===== config.mk =====
export PLATFORM = sky130hd
export DESIGN_NAME = usb_frame_demux_flat
export DESIGN_NICKNAME = d
export VERILOG_FILES = /design/src/rtl/usb_demux_pkg.sv /design/src/rtl/usb_frame_demux_if.sv /design/src/rtl/demux_bank_tracker.sv /design/src/rtl/usb_frame_demux.sv /design/src/flat_wrapper.sv
export SDC_FILE = /design/constraint.sdc
export NUM_CORES = 1
export LEC_CHECK = 0
export BUFFER_PORTS_ARGS = -buffer_cell sky130_fd_sc_hd__clkbuf_2
export CORE_ASPECT_RATIO = 1.5
export CORE_MARGIN = 2
export CORE_UTILIZATION = 55
export CTS_BUF_LIST = sky130_fd_sc_hd__clkbuf_4
export DETAILED_ROUTE_END_ITERATION = 10
export GPL_TIMING_DRIVEN = 0
export PLACE_DENSITY = 0.83
export SLEW_MARGIN = 20
export SYNTH_ARGS = -nofsm -noshare
export SYNTH_HDL_FRONTEND = slang
export SYNTH_SLANG_ARGS = --single-unit

===== constraint.sdc =====
create_clock -name clk -period 3.5 [get_ports clk]
set_clock_uncertainty 0.2 [all_clocks]
set_input_delay 0 -clock clk [delete_from_list [all_inputs] [get_ports clk]]
set_output_delay 0 -clock clk [all_outputs]
set_load 0.02 [all_outputs]

===== src/rtl/usb_demux_pkg.sv =====
`default_nettype none
// ============================================================================
//  Package     : usb_demux_pkg
//  Description : Shared constants and types for the USB3 frame demultiplexer.
//                Header layout of a 32-bit frame header word:
//                  [SYNC_MSB -: SYNC_W] sync byte
//                  [CH_MSB   -: CH_W  ] destination channel
//                  [LEN_MSB  -: LEN_W ] payload word count
//  Revision    : 1.0 - initial release
// ============================================================================
package usb_demux_pkg;

    localparam logic [7:0] SYNC_DEFAULT = 8'hA5;

    localparam int SYNC_MSB = 31;
    localparam int SYNC_W   = 8;
    localparam int CH_MSB   = 23;
    localparam int CH_W     = 8;
    localparam int LEN_MSB  = 15;
    localparam int LEN_W    = 16;

    // Parser states: looking for a header, writing payload, discarding payload.
    typedef enum logic [1:0] {
        HUNT    = 2'd0,
        PAYLOAD = 2'd1,
        DROP    = 2'd2
    } demux_state_t;

endpackage
`default_nettype wire


===== src/rtl/usb_frame_demux_if.sv =====
`default_nettype none
// ============================================================================
//  Interface   : usb_frame_demux_if
//  Description : Bundles the word input, bank write port, bank status and
//                error reporting of usb_frame_demux.
//                  master : upstream FIFO reader / consumer side (drives
//                           in_valid, in_data, bank_release)
//                  slave  : the demultiplexer itself
//  Revision    : 1.0 - initial release
// ============================================================================
interface usb_frame_demux_if #(
    parameter int N_CH   = 8,
    parameter int DATA_W = 32,
    parameter int ADDR_W = 8
) ();

    logic                in_valid;
    logic [DATA_W-1:0]   in_data;
    logic [2*N_CH-1:0]   bank_release;

    logic [2*N_CH-1:0]   wr_en;
    logic [ADDR_W-1:0]   wr_addr;
    logic [DATA_W-1:0]   wr_data;
    logic [2*N_CH-1:0]   bank_ready;
    logic                err_sync;
    logic                err_len;
    logic                err_ovf;
    logic [15:0]         drop_cnt;
    logic                busy;

    modport master (
        output in_valid, in_data, bank_release,
        input  wr_en, wr_addr, wr_data, bank_ready,
        input  err_sync, err_len, err_ovf, drop_cnt, busy
    );

    modport slave (
        input  in_valid, in_data, bank_release,
        output wr_en, wr_addr, wr_data, bank_ready,
        output err_sync, err_len, err_ovf, drop_cnt, busy
    );

endinterface
`default_nettype wire


===== src/rtl/demux_bank_tracker.sv =====
`default_nettype none
// ============================================================================
//  Module      : demux_bank_tracker
//  Description : Per-channel ping-pong bookkeeping. Holds the wr_bank toggle
//                of every channel and the bank_ready flag of every bank
//                (index ch*2+bank).
//  Ports       : clk, rst           clock, synchronous active-high reset
//                i_set_req          frame on (i_set_ch, i_set_bank) completed
//                i_set_ch/_bank     bank that just received its last word
//                i_bank_release     consumer release pulses, one per bank
//                o_wr_bank          current write bank per channel
//                o_bank_ready       bank holds a complete, unconsumed frame
//  Revision    : 1.0 - initial release
// ============================================================================
module demux_bank_tracker #(
    parameter int N_CH     = 8,
    parameter int CH_IDX_W = 3
) (
    input  wire logic                  clk,
    input  wire logic                  rst,
    input  wire logic                  i_set_req,
    input  wire logic [CH_IDX_W-1:0]   i_set_ch,
    input  wire logic                  i_set_bank,
    input  wire logic [2*N_CH-1:0]     i_bank_release,
    output      logic [N_CH-1:0]       o_wr_bank,
    output      logic [2*N_CH-1:0]     o_bank_ready
);

    localparam int BANKS      = 2 * N_CH;
    localparam int BANK_IDX_W = CH_IDX_W + 1;

    logic [N_CH-1:0]       r_wr_bank;
    logic [BANKS-1:0]      r_bank_ready;
    logic                  r_pend;
    logic [BANK_IDX_W-1:0] r_pend_idx;
    logic [BANKS-1:0]      w_set_mask;

    // The toggle flips on the edge that samples the last payload word so a
    // header arriving on the very next word already targets the other bank.
    // The ready flag is delayed one more edge so it rises only after the
    // final write strobe has been presented to the RAM.
    always_comb begin
        w_set_mask = '0;
        if (r_pend) begin
            w_set_mask = {{(BANKS-1){1'b0}}, 1'b1} << r_pend_idx;
        end
    end

    always_ff @(posedge clk) begin
        if (rst) begin
            r_wr_bank    <= '0;
            r_bank_ready <= '0;
            r_pend       <= 1'b0;
            r_pend_idx   <= '0;
        end else begin
            if (i_set_req) begin
                r_wr_bank[i_set_ch] <= ~r_wr_bank[i_set_ch];
            end
            r_pend       <= i_set_req;
            r_pend_idx   <= {i_set_ch, i_set_bank};
            // A set and a release never hit the same bit, so the order of
            // clear-then-set only matters for unrelated bits.
            r_bank_ready <= (r_bank_ready & ~i_bank_release) | w_set_mask;
        end
    end

    assign o_wr_bank    = r_wr_bank;
    assign o_bank_ready = r_bank_ready;

endmodule
`default_nettype wire


===== src/rtl/usb_frame_demux.sv =====
`default_nettype none
// ============================================================================
//  Module      : usb_frame_demux
//  Description : Parses framed words from the USB3 slave-FIFO read path and
//                routes each frame's payload into the ping-pong bank pair of
//                its channel. Bad headers and frames for full banks are
//                reported instead of being written.
//  Ports       : clk              single clock
//                rst              synchronous active-high reset
//                bus (slave)      in_valid, in_data, bank_release in;
//                                 wr_en, wr_addr, wr_data, bank_ready,
//                                 err_sync, err_len, err_ovf, drop_cnt,
//                                 busy out (all registered)
//  Revision    : 1.0 - initial release
// ============================================================================
module usb_frame_demux
    import usb_demux_pkg::*;
#(
    parameter int               N_CH   = 8,
    parameter int               DATA_W = 32,
    parameter int               DEPTH  = 256,
    parameter int               ADDR_W = $clog2(DEPTH),
    parameter logic [SYNC_W-1:0] SYNC  = SYNC_DEFAULT
) (
    input  wire logic       clk,
    input  wire logic       rst,
    usb_frame_demux_if.slave bus
);

    localparam int BANKS      = 2 * N_CH;
    localparam int CH_IDX_W   = (N_CH > 1) ? $clog2(N_CH) : 1;
    localparam int BANK_IDX_W = CH_IDX_W + 1;
    localparam int CNT_W      = $clog2(DEPTH + 1);

    // ------------------------------------------------------------------
    // Header field decode (only meaningful while hunting)
    // ------------------------------------------------------------------
    logic [SYNC_W-1:0]   w_hdr_sync;
    logic [CH_W-1:0]     w_hdr_ch;
    logic [LEN_W-1:0]    w_hdr_len;
    logic                w_sync_ok;
    logic                w_ch_ok;
    logic                w_len_ok;
    logic                w_hdr_good;
    logic [CH_IDX_W-1:0] w_ch_idx;
    logic                w_hdr_bank;
    logic                w_hdr_full;

    logic [N_CH-1:0]     w_wr_bank;
    logic [BANKS-1:0]    w_bank_ready;

    assign w_hdr_sync = bus.in_data[SYNC_MSB -: SYNC_W];
    assign w_hdr_ch   = bus.in_data[CH_MSB -: CH_W];
    assign w_hdr_len  = bus.in_data[LEN_MSB -: LEN_W];

    assign w_sync_ok  = (w_hdr_sync == SYNC);
    assign w_ch_ok    = ({{(32-CH_W){1'b0}}, w_hdr_ch} < 32'(N_CH));
    assign w_len_ok   = (w_hdr_len != '0) &&
                        ({{(32-LEN_W){1'b0}}, w_hdr_len} <= 32'(DEPTH));
    assign w_hdr_good = w_sync_ok && w_ch_ok && w_len_ok;

    // Truncation is safe: the bank lookup is only acted on when w_ch_ok.
    assign w_ch_idx   = w_hdr_ch[CH_IDX_W-1:0];
    assign w_hdr_bank = w_wr_bank[w_ch_idx];
    assign w_hdr_full = w_bank_ready[{w_ch_idx, w_hdr_bank}];

    // ------------------------------------------------------------------
    // Frame context
    // ------------------------------------------------------------------
    demux_state_t          r_state;
    demux_state_t          w_state_nxt;
    logic [CNT_W-1:0]      r_cnt;
    logic [ADDR_W-1:0]     r_addr;
    logic [CH_IDX_W-1:0]   r_ch;
    logic                  r_bank;
    logic                  w_cnt_last;
    logic [BANK_IDX_W-1:0] w_wr_idx;
    logic [BANKS-1:0]      w_wr_onehot;

    assign w_cnt_last  = (r_cnt == CNT_W'(1));
    assign w_wr_idx    = {r_ch, r_bank};
    assign w_wr_onehot = {{(BANKS-1){1'b0}}, 1'b1} << w_wr_idx;

    // ------------------------------------------------------------------
    // FSM: state register
    // ------------------------------------------------------------------
    always_ff @(posedge clk) begin
        if (rst) begin
            r_state <= HUNT;
        end else begin
            r_state <= w_state_nxt;
        end
    end

    // ------------------------------------------------------------------
    // FSM: next state
    // ------------------------------------------------------------------
    always_comb begin
        w_state_nxt = r_state;
        if (bus.in_valid) begin
            unique case (r_state)
                HUNT: begin
                    if (w_hdr_good) begin
                        w_state_nxt = w_hdr_full ? DROP : PAYLOAD;
                    end
                end
                PAYLOAD: begin
                    if (w_cnt_last) begin
                        w_state_nxt = HUNT;
                    end
                end
                DROP: begin
                    if (w_cnt_last) begin
                        w_state_nxt = HUNT;
                    end
                end
                default: w_state_nxt = HUNT;
            endcase
        end
    end

    // ------------------------------------------------------------------
    // FSM: control outputs
    // ------------------------------------------------------------------
    logic w_err_sync_set;
    logic w_err_len_set;
    logic w_err_ovf_set;
    logic w_load_frame;
    logic w_load_drop;
    logic w_wr_fire;
    logic w_cnt_dec;
    logic w_set_req;

    always_comb begin
        w_err_sync_set = 1'b0;
        w_err_len_set  = 1'b0;
        w_err_ovf_set  = 1'b0;
        w_load_frame   = 1'b0;
        w_load_drop    = 1'b0;
        w_wr_fire      = 1'b0;
        w_cnt_dec      = 1'b0;
        w_set_req      = 1'b0;
        if (bus.in_valid) begin
            unique case (r_state)
                HUNT: begin
                    // A bad length is never trusted, so nothing is skipped:
                    // the next word is examined as a potential header.
                    if (!w_sync_ok) begin
                        w_err_sync_set = 1'b1;
                    end else if (!w_ch_ok || !w_len_ok) begin
                        w_err_len_set = 1'b1;
                    end else if (w_hdr_full) begin
                        w_err_ovf_set = 1'b1;
                        w_load_drop   = 1'b1;
                    end else begin
                        w_load_frame = 1'b1;
                    end
                end
                PAYLOAD: begin
                    w_wr_fire = 1'b1;
                    if (w_cnt_last) begin
                        w_set_req = 1'b1;
                    end else begin
                        w_cnt_dec = 1'b1;
                    end
                end
                DROP: begin
                    if (!w_cnt_last) begin
                        w_cnt_dec = 1'b1;
                    end
                end
                default: ;
            endcase
        end
    end

    // ------------------------------------------------------------------
    // Write datapath and registered status
    // ------------------------------------------------------------------
    logic [BANKS-1:0]  r_wr_en;
    logic [ADDR_W-1:0] r_wr_addr;
    logic [DATA_W-1:0] r_wr_data;
    logic              r_err_sync;
    logic              r_err_len;
    logic              r_err_ovf;
    logic [15:0]       r_drop_cnt;
    logic              r_busy;

    always_ff @(posedge clk) begin
        if (rst) begin
            r_cnt      <= '0;
            r_addr     <= '0;
            r_ch       <= '0;
            r_bank     <= 1'b0;
            r_wr_en    <= '0;
            r_wr_addr  <= '0;
            r_wr_data  <= '0;
            r_err_sync <= 1'b0;
            r_err_len  <= 1'b0;
            r_err_ovf  <= 1'b0;
            r_drop_cnt <= '0;
            r_busy     <= 1'b0;
        end else begin
            r_err_sync <= w_err_sync_set;
            r_err_len  <= w_err_len_set;
            r_err_ovf  <= w_err_ovf_set;
            r_busy     <= (w_state_nxt != HUNT);

            if (w_load_frame || w_load_drop) begin
                r_cnt <= CNT_W'(w_hdr_len);
            end else if (w_cnt_dec) begin
                r_cnt <= r_cnt - CNT_W'(1);
            end

            if (w_load_frame) begin
                r_ch   <= w_ch_idx;
                r_bank <= w_hdr_bank;
                r_addr <= '0;
            end else if (w_wr_fire) begin
                r_addr <= r_addr + ADDR_W'(1);
            end

            // Address and data hold their last value between strobes.
            r_wr_en <= '0;
            if (w_wr_fire) begin
                r_wr_en   <= w_wr_onehot;
                r_wr_addr <= r_addr;
                r_wr_data <= bus.in_data;
            end

            if (w_err_ovf_set && (r_drop_cnt != 16'hFFFF)) begin
                r_drop_cnt <= r_drop_cnt + 16'd1;
            end
        end
    end

    // ------------------------------------------------------------------
    // Bank bookkeeping
    // ------------------------------------------------------------------
    demux_bank_tracker #(
        .N_CH     (N_CH),
        .CH_IDX_W (CH_IDX_W)
    ) u_tracker (
        .clk            (clk),
        .rst            (rst),
        .i_set_req      (w_set_req),
        .i_set_ch       (r_ch),
        .i_set_bank     (r_bank),
        .i_bank_release (bus.bank_release),
        .o_wr_bank      (w_wr_bank),
        .o_bank_ready   (w_bank_ready)
    );

    assign bus.wr_en      = r_wr_en;
    assign bus.wr_addr    = r_wr_addr;
    assign bus.wr_data    = r_wr_data;
    assign bus.bank_ready = w_bank_ready;
    assign bus.err_sync   = r_err_sync;
    assign bus.err_len    = r_err_len;
    assign bus.err_ovf    = r_err_ovf;
    assign bus.drop_cnt   = r_drop_cnt;
    assign bus.busy       = r_busy;

endmodule
`default_nettype wire


===== src/flat_wrapper.sv =====
// flat-port wrapper written by rule: the top's interface ports become plain ports
module usb_frame_demux_flat import usb_demux_pkg::*;
#(
    parameter int               N_CH   = 8,
    parameter int               DATA_W = 32,
    parameter int               DEPTH  = 256,
    parameter int               ADDR_W = $clog2(DEPTH),
    parameter logic [SYNC_W-1:0] SYNC  = SYNC_DEFAULT
)
  (clk, rst, bus_in_valid, bus_in_data, bus_bank_release, bus_wr_en, bus_wr_addr, bus_wr_data, bus_bank_ready, bus_err_sync, bus_err_len, bus_err_ovf, bus_drop_cnt, bus_busy);
  usb_frame_demux_if #(.N_CH(N_CH), .DATA_W(DATA_W), .ADDR_W(ADDR_W)) bus_i ();
  input  wire logic clk;
  input  wire logic rst;
  input wire logic [$bits(bus_i.in_valid)-1:0] bus_in_valid;
  input wire logic [$bits(bus_i.in_data)-1:0] bus_in_data;
  input wire logic [$bits(bus_i.bank_release)-1:0] bus_bank_release;
  output wire logic [$bits(bus_i.wr_en)-1:0] bus_wr_en;
  output wire logic [$bits(bus_i.wr_addr)-1:0] bus_wr_addr;
  output wire logic [$bits(bus_i.wr_data)-1:0] bus_wr_data;
  output wire logic [$bits(bus_i.bank_ready)-1:0] bus_bank_ready;
  output wire logic [$bits(bus_i.err_sync)-1:0] bus_err_sync;
  output wire logic [$bits(bus_i.err_len)-1:0] bus_err_len;
  output wire logic [$bits(bus_i.err_ovf)-1:0] bus_err_ovf;
  output wire logic [$bits(bus_i.drop_cnt)-1:0] bus_drop_cnt;
  output wire logic [$bits(bus_i.busy)-1:0] bus_busy;
  assign bus_i.in_valid = bus_in_valid;
  assign bus_i.in_data = bus_in_data;
  assign bus_i.bank_release = bus_bank_release;
  assign bus_wr_en = bus_i.wr_en;
  assign bus_wr_addr = bus_i.wr_addr;
  assign bus_wr_data = bus_i.wr_data;
  assign bus_bank_ready = bus_i.bank_ready;
  assign bus_err_sync = bus_i.err_sync;
  assign bus_err_len = bus_i.err_len;
  assign bus_err_ovf = bus_i.err_ovf;
  assign bus_drop_cnt = bus_i.drop_cnt;
  assign bus_busy = bus_i.busy;
  usb_frame_demux #(.N_CH(N_CH), .DATA_W(DATA_W), .DEPTH(DEPTH), .ADDR_W(ADDR_W), .SYNC(SYNC)) u_core (.clk(clk), .rst(rst), .bus(bus_i));
endmodule

# Word level (Yosys, flattened, before mapping)

Cells that the tools add are included.

Add/subtract/negate cells: 3
$mul: 0
Div/mod/pow operators: 0
$lt $le $gt $ge: 6
Eq/ne operators: 5
Shift-type cells: 2
Mux-type cells: 37
Bitwise logic cells: 8
Reductions and logical operators: 18

Operators by type and width:

| kind                    | number |
|---|---|
| $shl A1 B4 Y16 const A  | 2 |
| $mux W1                 | 24 |
| $mux W9                 | 2 |
| $add A16 B1 Y16 const B | 1 |
| $and A16 B16 Y16        | 1 |
| $le A16 B9 Y1 const B   | 1 |
| $mux W16                | 1 |
| $ne A16 B16 Y1 const B  | 1 |
| $not A16 Y16            | 1 |
| $or A16 B16 Y16         | 1 |
| $reduce_bool A16 Y1     | 1 |
| $eq A9 B1 Y1 const B    | 1 |
| $sub A9 B1 Y9 const B   | 1 |
| $add A8 B1 Y8 const B   | 1 |
| $bwmux W8               | 1 |
| $eq A8 B8 Y1 const B    | 1 |
| $lt A3 B4 Y1 const B    | 2 |
| $lt A8 B4 Y1 const B    | 1 |
| $mux W2                 | 4 |
| $bmux W1 S3             | 2 |
| $reduce_or A2 Y1        | 3 |
| $logic_and A1 B1 Y1     | 5 |
| $lt A4 B5 Y1 const B    | 1 |
| $not A1 Y1              | 5 |
| 12 further kinds        | 15 |

Register bits after elaboration: 128
Bits in latches: 0
RAM bits: 0
ROM bits: 0
Input port bits: 51
Output and inout port bits: 92
Logic and storage cells: 96
Memories kept: 0

# Depth between registers and ports, before layout

Depth after elaboration: 11
Depth in mapped cells: 9
Mapped depth without buffers: 8

# Cells and area by module

Synthesis repeated with hierarchy kept, for this count alone.

Cell total of the unflattened synthesis: 632
Area total of the unflattened synthesis: 5,556.6 µm²

Modules (own cells, without submodules):

| module             | instances | cells each | area each (µm²) | sequential area each (µm²) |
|---|---|---|---|---|
| usb_frame_demux    | 1         | 513        | 4,306.6         | 1,981.9 |
| demux_bank_tracker | 1         | 119        | 1,249.9         | 580.6 |

# Worst setup path after synthesis

Ideal clock, no wire load.

Path kind: reg-to-reg
From: register u_core.u_tracker.r_wr_bank[2], in the netlist u_core.u_tracker.o_wr_bank[2]
To: register u_core.r_drop_cnt[4], in the netlist u_core.bus.drop_cnt[4]
Library setup time: 0.123 ns
Arrival: 2.180 ns
Data required time: 3.177 ns
Path slack: 0.996 ns
Stages on the path, launching flop included: 7
Path buffers: 0
Period minus slack after synthesis: 2.504 ns
Cells stage by stage: dfxtp_1 -> mux4_2 -> mux2i_4 -> mux2i_1 -> o2111ai_2 -> nor3b_1 -> mux2_1

Word-level cells in the longest chain between the ends: 10

Ends and longest elaborated chain:

| what                             | RTL line                 | RTL |
|---|---|---|
| start: declaration               | demux_bank_tracker.sv:32 | `logic [N_CH-1:0] r_wr_bank;` |
| start signal: indexed assignment | demux_bank_tracker.sv:57 | `r_wr_bank[i_set_ch] <= ~r_wr_bank[i_set_ch];` |
| $bmux W1 S3                      | usb_frame_demux.sv:64    | `assign w_hdr_bank = w_wr_bank[w_ch_idx];` |
| $mux W1 (not written as such)    | usb_frame_demux.sv:64    |  |
| $bmux W1 S4                      | usb_frame_demux.sv:65    | `assign w_hdr_full = w_bank_ready[{w_ch_idx, w_hdr_bank}];` |
| $mux W1 (not written as such)    | usb_frame_demux.sv:65    |  |
| $mux W1                          | usb_frame_demux.sv:152   | `end else if (w_hdr_full) begin` |
| $mux W1                          | usb_frame_demux.sv:150   | `end else if (!w_ch_ok \|\| !w_len_ok) begin` |
| $mux W1                          | usb_frame_demux.sv:148   | `if (!w_sync_ok) begin` |
| $mux W1                          | usb_frame_demux.sv:144   | `unique case (r_state)` |
| $mux W1                          | usb_frame_demux.sv:143   | `if (bus.in_valid) begin` |
| $logic_and A1 B1 Y1              | usb_frame_demux.sv:231   | `if (w_err_ovf_set && (r_drop_cnt != 16'hFFFF)) begin` |
| end signal: assignment           | usb_frame_demux.sv:232   | `r_drop_cnt <= r_drop_cnt + 16'd1;` |
| end: declaration                 | usb_frame_demux.sv:186   | `logic [15:0] r_drop_cnt;` |

No other way between the ends. The select of a mux whose other input is x is not followed.
A chain may end at the register's enable or synchronous reset.

# Worst setup path in the final report

From: register u_core.u_tracker.r_wr_bank[2], in the netlist u_core.u_tracker.o_wr_bank[2]
To: register u_core.r_drop_cnt[10], in the netlist u_core.bus.drop_cnt[10]

Same word-level chain as after synthesis.

==> impl_summary.log <==
INFO  metric run_status = finished clean
INFO  metric cellLeakagePower = between 2 and 3 nW
INFO  metric p_switching = around 0.61 mW
INFO  metric combPwrFrac = between 5 and 6%
INFO  metric synth_nets = slightly below 700
INFO  metric ys_ff_latch = 128
INFO  metric grt_setup_unrepaired = false
INFO  metric drt_pre_antenna_iters = 6
INFO  metric setup-tns-final = 0 ns
INFO  metric fmaxAchievable = ~330 MHz
INFO  metric postSynthCellCount = between 600 and 700
INFO  metric floorplan.rows = 44
INFO  metric cp_slowest_cell = sky130_fd_sc_hd__mux2i_1
INFO  metric h-tree-depth = 4
INFO  metric clk_path_buf_depth = 2
INFO  metric post_cts_buffers = 0
INFO  metric setup.worst_path.end_class = flip-flop
INFO  metric setup-violations-final = 0
INFO  metric area.growth.synth_to_final = 29.5%
INFO  metric netlist_area = 5450 um^2
INFO  metric crit_path_max_fanout = 7
INFO  metric headroom_to_the_max_slew_limit = between 40% and 50%
INFO  metric hold_path.class = input port to flip-flop
INFO  metric timing_hold_violations_final = 0
INFO  metric timing.setup.critical_path_class = flip-flop to flip-flop
INFO  metric syn_area_per_cell = 8.64 um^2
INFO  metric period_needed = about 3 ns
INFO  metric count_of_input_and_output_buffers = 139
INFO  metric floorplan.core_area = a little under 10000 um^2
INFO  metric vdd_drop_max = 0.000286 V
INFO  metric floorplan.initialDensity = between 50% and 60%
INFO  metric path_delay_family = multiplexers
INFO  metric routed_wirelength = about 17000 um
INFO  metric placed_cells = about 900
INFO  metric grt_start_max_net_pins = 17
INFO  metric grt_pass1_wl = 26300 um
INFO  metric cts_hold_buffers = around 50
INFO  metric vias = between 5000 and 6000
INFO  metric worstPathBufferInverterCount = 0
INFO  metric power.density_cell_area = 362 nW/um^2
INFO  metric worst_skew_pair.late_latency = 0.54 ns
INFO  metric crit_path_max_incr_delay = 0.57 ns
INFO  metric die_area = 10700 um^2
INFO  metric cts_tree = done
INFO  metric main_flop_type_after_synthesis = sky130_fd_sc_hd__dfxtp_1
INFO  metric worst_setup_hold_path_clk_slew = around 0.12 ns
INFO  metric power.clock.fraction = a little under two fifths
INFO  metric finish.net_count = between 800 and 900
INFO  metric grt_overflow = 0
INFO  metric post_cts.resized_instances = 0
INFO  metric internal-power = 1.94 mW
INFO  metric grt_use_total = between 30% and 40%
INFO  metric post_synth_num_cell_types = 55
INFO  metric die_width = between 80 and 90 um
INFO  metric period_share = between 80% and 90%
INFO  metric tightestPinTransition = 0.863 ns
INFO  metric post-layout-total-power = between 2 and 3 mW
INFO  metric drt-wirelength-per-cell = roughly 17 um
INFO  metric cp.required = 3.72 ns
INFO  metric synth-edff-count = 0
INFO  metric cp_cell_sequence = mux4_2 > mux2i_4 > mux2i_1 > o21ai_2 > nor4_1 > mux2_1
INFO  metric finalWeightedCongestion = between 0.9 and 1
INFO  metric routed_via_density = ~5.9
INFO  metric dieHeight = between 100 and 150 um
INFO  metric power.share.switching = about a quarter
INFO  metric async_flop_share = 0%
INFO  metric post_layout_nonfiller_instances = 967
INFO  metric boundaryPins = 143
INFO  metric cts_sinks = around 130
INFO  metric tritoncts.num_buffers = 17
INFO  metric ys.warnings.count = 0
INFO  metric first_global_vias = 5582
INFO  metric ctsRootBufferMaster = sky130_fd_sc_hd__clkbuf_4
INFO  metric antennaDiodeCount = 0
INFO  metric fill_cells = between 600 and 700
INFO  metric cp-start-kind = flip-flop
INFO  metric remaining_antenna_violation_count = 0
INFO  metric drive_above_1_share = 22.3%
INFO  metric power.sequential.fraction = 57.0%
INFO  metric cap_violations = 0
INFO  metric worst_ep_arrival_time = 3.23 ns
INFO  metric drcViolationCount = 0
INFO  metric dpl.hpwl = approximately 11000 um
INFO  metric slew_viol_final = 0
INFO  metric drt_first_iter_violations = 423
INFO  metric antenna_found_initial = 0
INFO  metric synth_sequential_area_ratio = between 40% and 50%
[layout by cell type, fill, tap and decap left out, drive strengths merged, types with 4 or more instances in the layout]
master / instances
nor2: 73
nor2b: 23
nor3: 11
buf: 15
nor4: 14
ha: 7
clkinv: 10
a32oi: 4
clkbuf: 179
or2: 4
and3: 7
a211oi: 6
mux2i: 11
mux4: 8
nand2: 107
o41ai: 4
and2: 4
xor2: 7
nand4: 15
inv: 12
o311ai: 4
o31ai: 4
o21a: 4
nor3b: 4
or4: 6
dlygate4sd3: 51
a21oi: 61
o21ai: 11
mux2: 4
xnor2: 8
dfxtp: 128
nand3: 16
[cells in the mapped netlist (all sizes together) (2+ instances only)]
library cell | n | area [um^2]
dfxtp | 128 | 2560
nand2 | 107 | 402
nor2 | 73 | 274
a21oi | 61 | 305
nor2b | 23 | 144
clkbuf | 22 | 82.6
nand3 | 16 | 80.1
buf | 15 | 77.6
nand4 | 15 | 93.8
nor4 | 14 | 93.8
inv | 12 | 45.0
mux2i | 11 | 123
nor3 | 11 | 55.1
o21ai | 11 | 58.8
mux4 | 8 | 180
xnor2 | 8 | 70.1
and3 | 7 | 43.8
ha | 7 | 87.6
xor2 | 7 | 61.3
a211oi | 6 | 45.0
or4 | 6 | 45.0
a32oi | 4 | 35.0
and2 | 4 | 25.0
mux2 | 4 | 48.8
nor3b | 4 | 30.0
o21a | 4 | 30.0
o311ai | 4 | 35.0
o31ai | 4 | 30.0
o41ai | 4 | 35.0
or2 | 4 | 25.0
nand3b | 3 | 22.5
o2111ai | 3 | 32.5
o31a | 3 | 26.3
and3b | 2 | 17.5
nand2b | 2 | 12.5
nor4bb | 2 | 20.0
or3 | 2 | 12.5
[tightest hold or removal path: cells and delay by family]
kind / cells / cell delay [ns]
AND/OR/NAND/NOR: 1 / 0.05
AO/OA/AOI/OAI: 1 / 0.05
buffers and inverters: 2 / 0.65
[logic make-up after synthesis]
kind of cell             share of synthesized area, %
AO/OA/AOI/OAI                                    12.4
XOR/XNOR                                         2.41
adder cells (fa/ha/maj)                          1.61
buffers and inverters                            3.77
flip-flops                                       47.1
multiplexers                                     6.46
AND/OR/NAND/NOR                                  26.3
[path summary, 6_finish.rpt]
kind / slack [ns] / endpoint / startpoint / depth (start not counted)
worst max-delay path: 0.49 / u_core.bus.drop_cnt[10] / u_core.u_tracker.o_wr_bank[2] / 6
worst min-delay path: 0.05 / u_core.bus.wr_data[19] / bus_in_data[19] / 4
worst max register to register: 0.49 / u_core.bus.drop_cnt[10] / u_core.u_tracker.o_wr_bank[2] / 6
worst min register to register: 0.26 / u_core.bus.wr_addr[4] / u_core.bus.wr_addr[4] / 2
[registers in the layout (all words and copies together) (netlist names), 3 cells and up]
signal                         count
u_core.r_addr                      8
u_core.bus.drop_cnt               16
u_core.r_cnt                       9
u_core.u_tracker.r_pend_idx        4
u_core.r_ch                        3
u_core.u_tracker.o_wr_bank         8
u_core.bus.wr_data                32
u_core.bus.wr_addr                 8
u_core.u_tracker.o_bank_ready     16
u_core.bus.wr_en                  16
[cell type report]
class                   instances  area, um^2  share of cell area, %
multi-input cells             453        2680                   38.0
flip-flops and latches        128        2560                   36.3
inverters                      12        45.0                  0.639
clock buffers                  18         135                   1.92
repair buffers                190        1210                   17.1
clock inverters                14         124                   1.76
well taps                     115         144                   2.04
plain buffers                  37         160                   2.27
[power groups by stage]
stage          Sequential [mW]  Clock (mW)  Combinational [mW]
3_5_place_dp              1.49           0              0.0997
3_3_place_gp              1.49           0              0.0974
2_1_floorplan             1.49           0              0.0456
6_report                  1.46       0.948               0.149
4_1_cts                   1.46       0.955               0.144
5_1_grt                   1.46        1.02               0.158
[metrics by stage]
step | utilization (%) | worst slack [ns] | hold WS [ns] | area [um^2]
2_1_floorplan | - | 0.996 | -0.0640 | 5450
3_3_place_gp | 65.2 | 0.597 | 0.0388 | 6280
3_5_place_dp | 65.2 | 0.547 | 0.0446 | 6280
4_1_cts | 73.2 | 0.524 | 0.0191 | 7050
5_1_grt | 73.2 | 0.389 | 0.0447 | 7050
6_report | 73.2 | 0.493 | 0.0524 | 7050
[routing by layer]
metal  wire length (um)  vias to the layer above  GRT usage [%]  share of wire, %
li1                   -                     2639              -                 -
met1               5750                     2669           31.7                35
met2               9080                      287           56.7                55
met3                986                       77           7.01               5.9
met4                804                        0           16.3               4.8
met5                  0                        -              0                 0
Power figures use the tool's default switching activity.
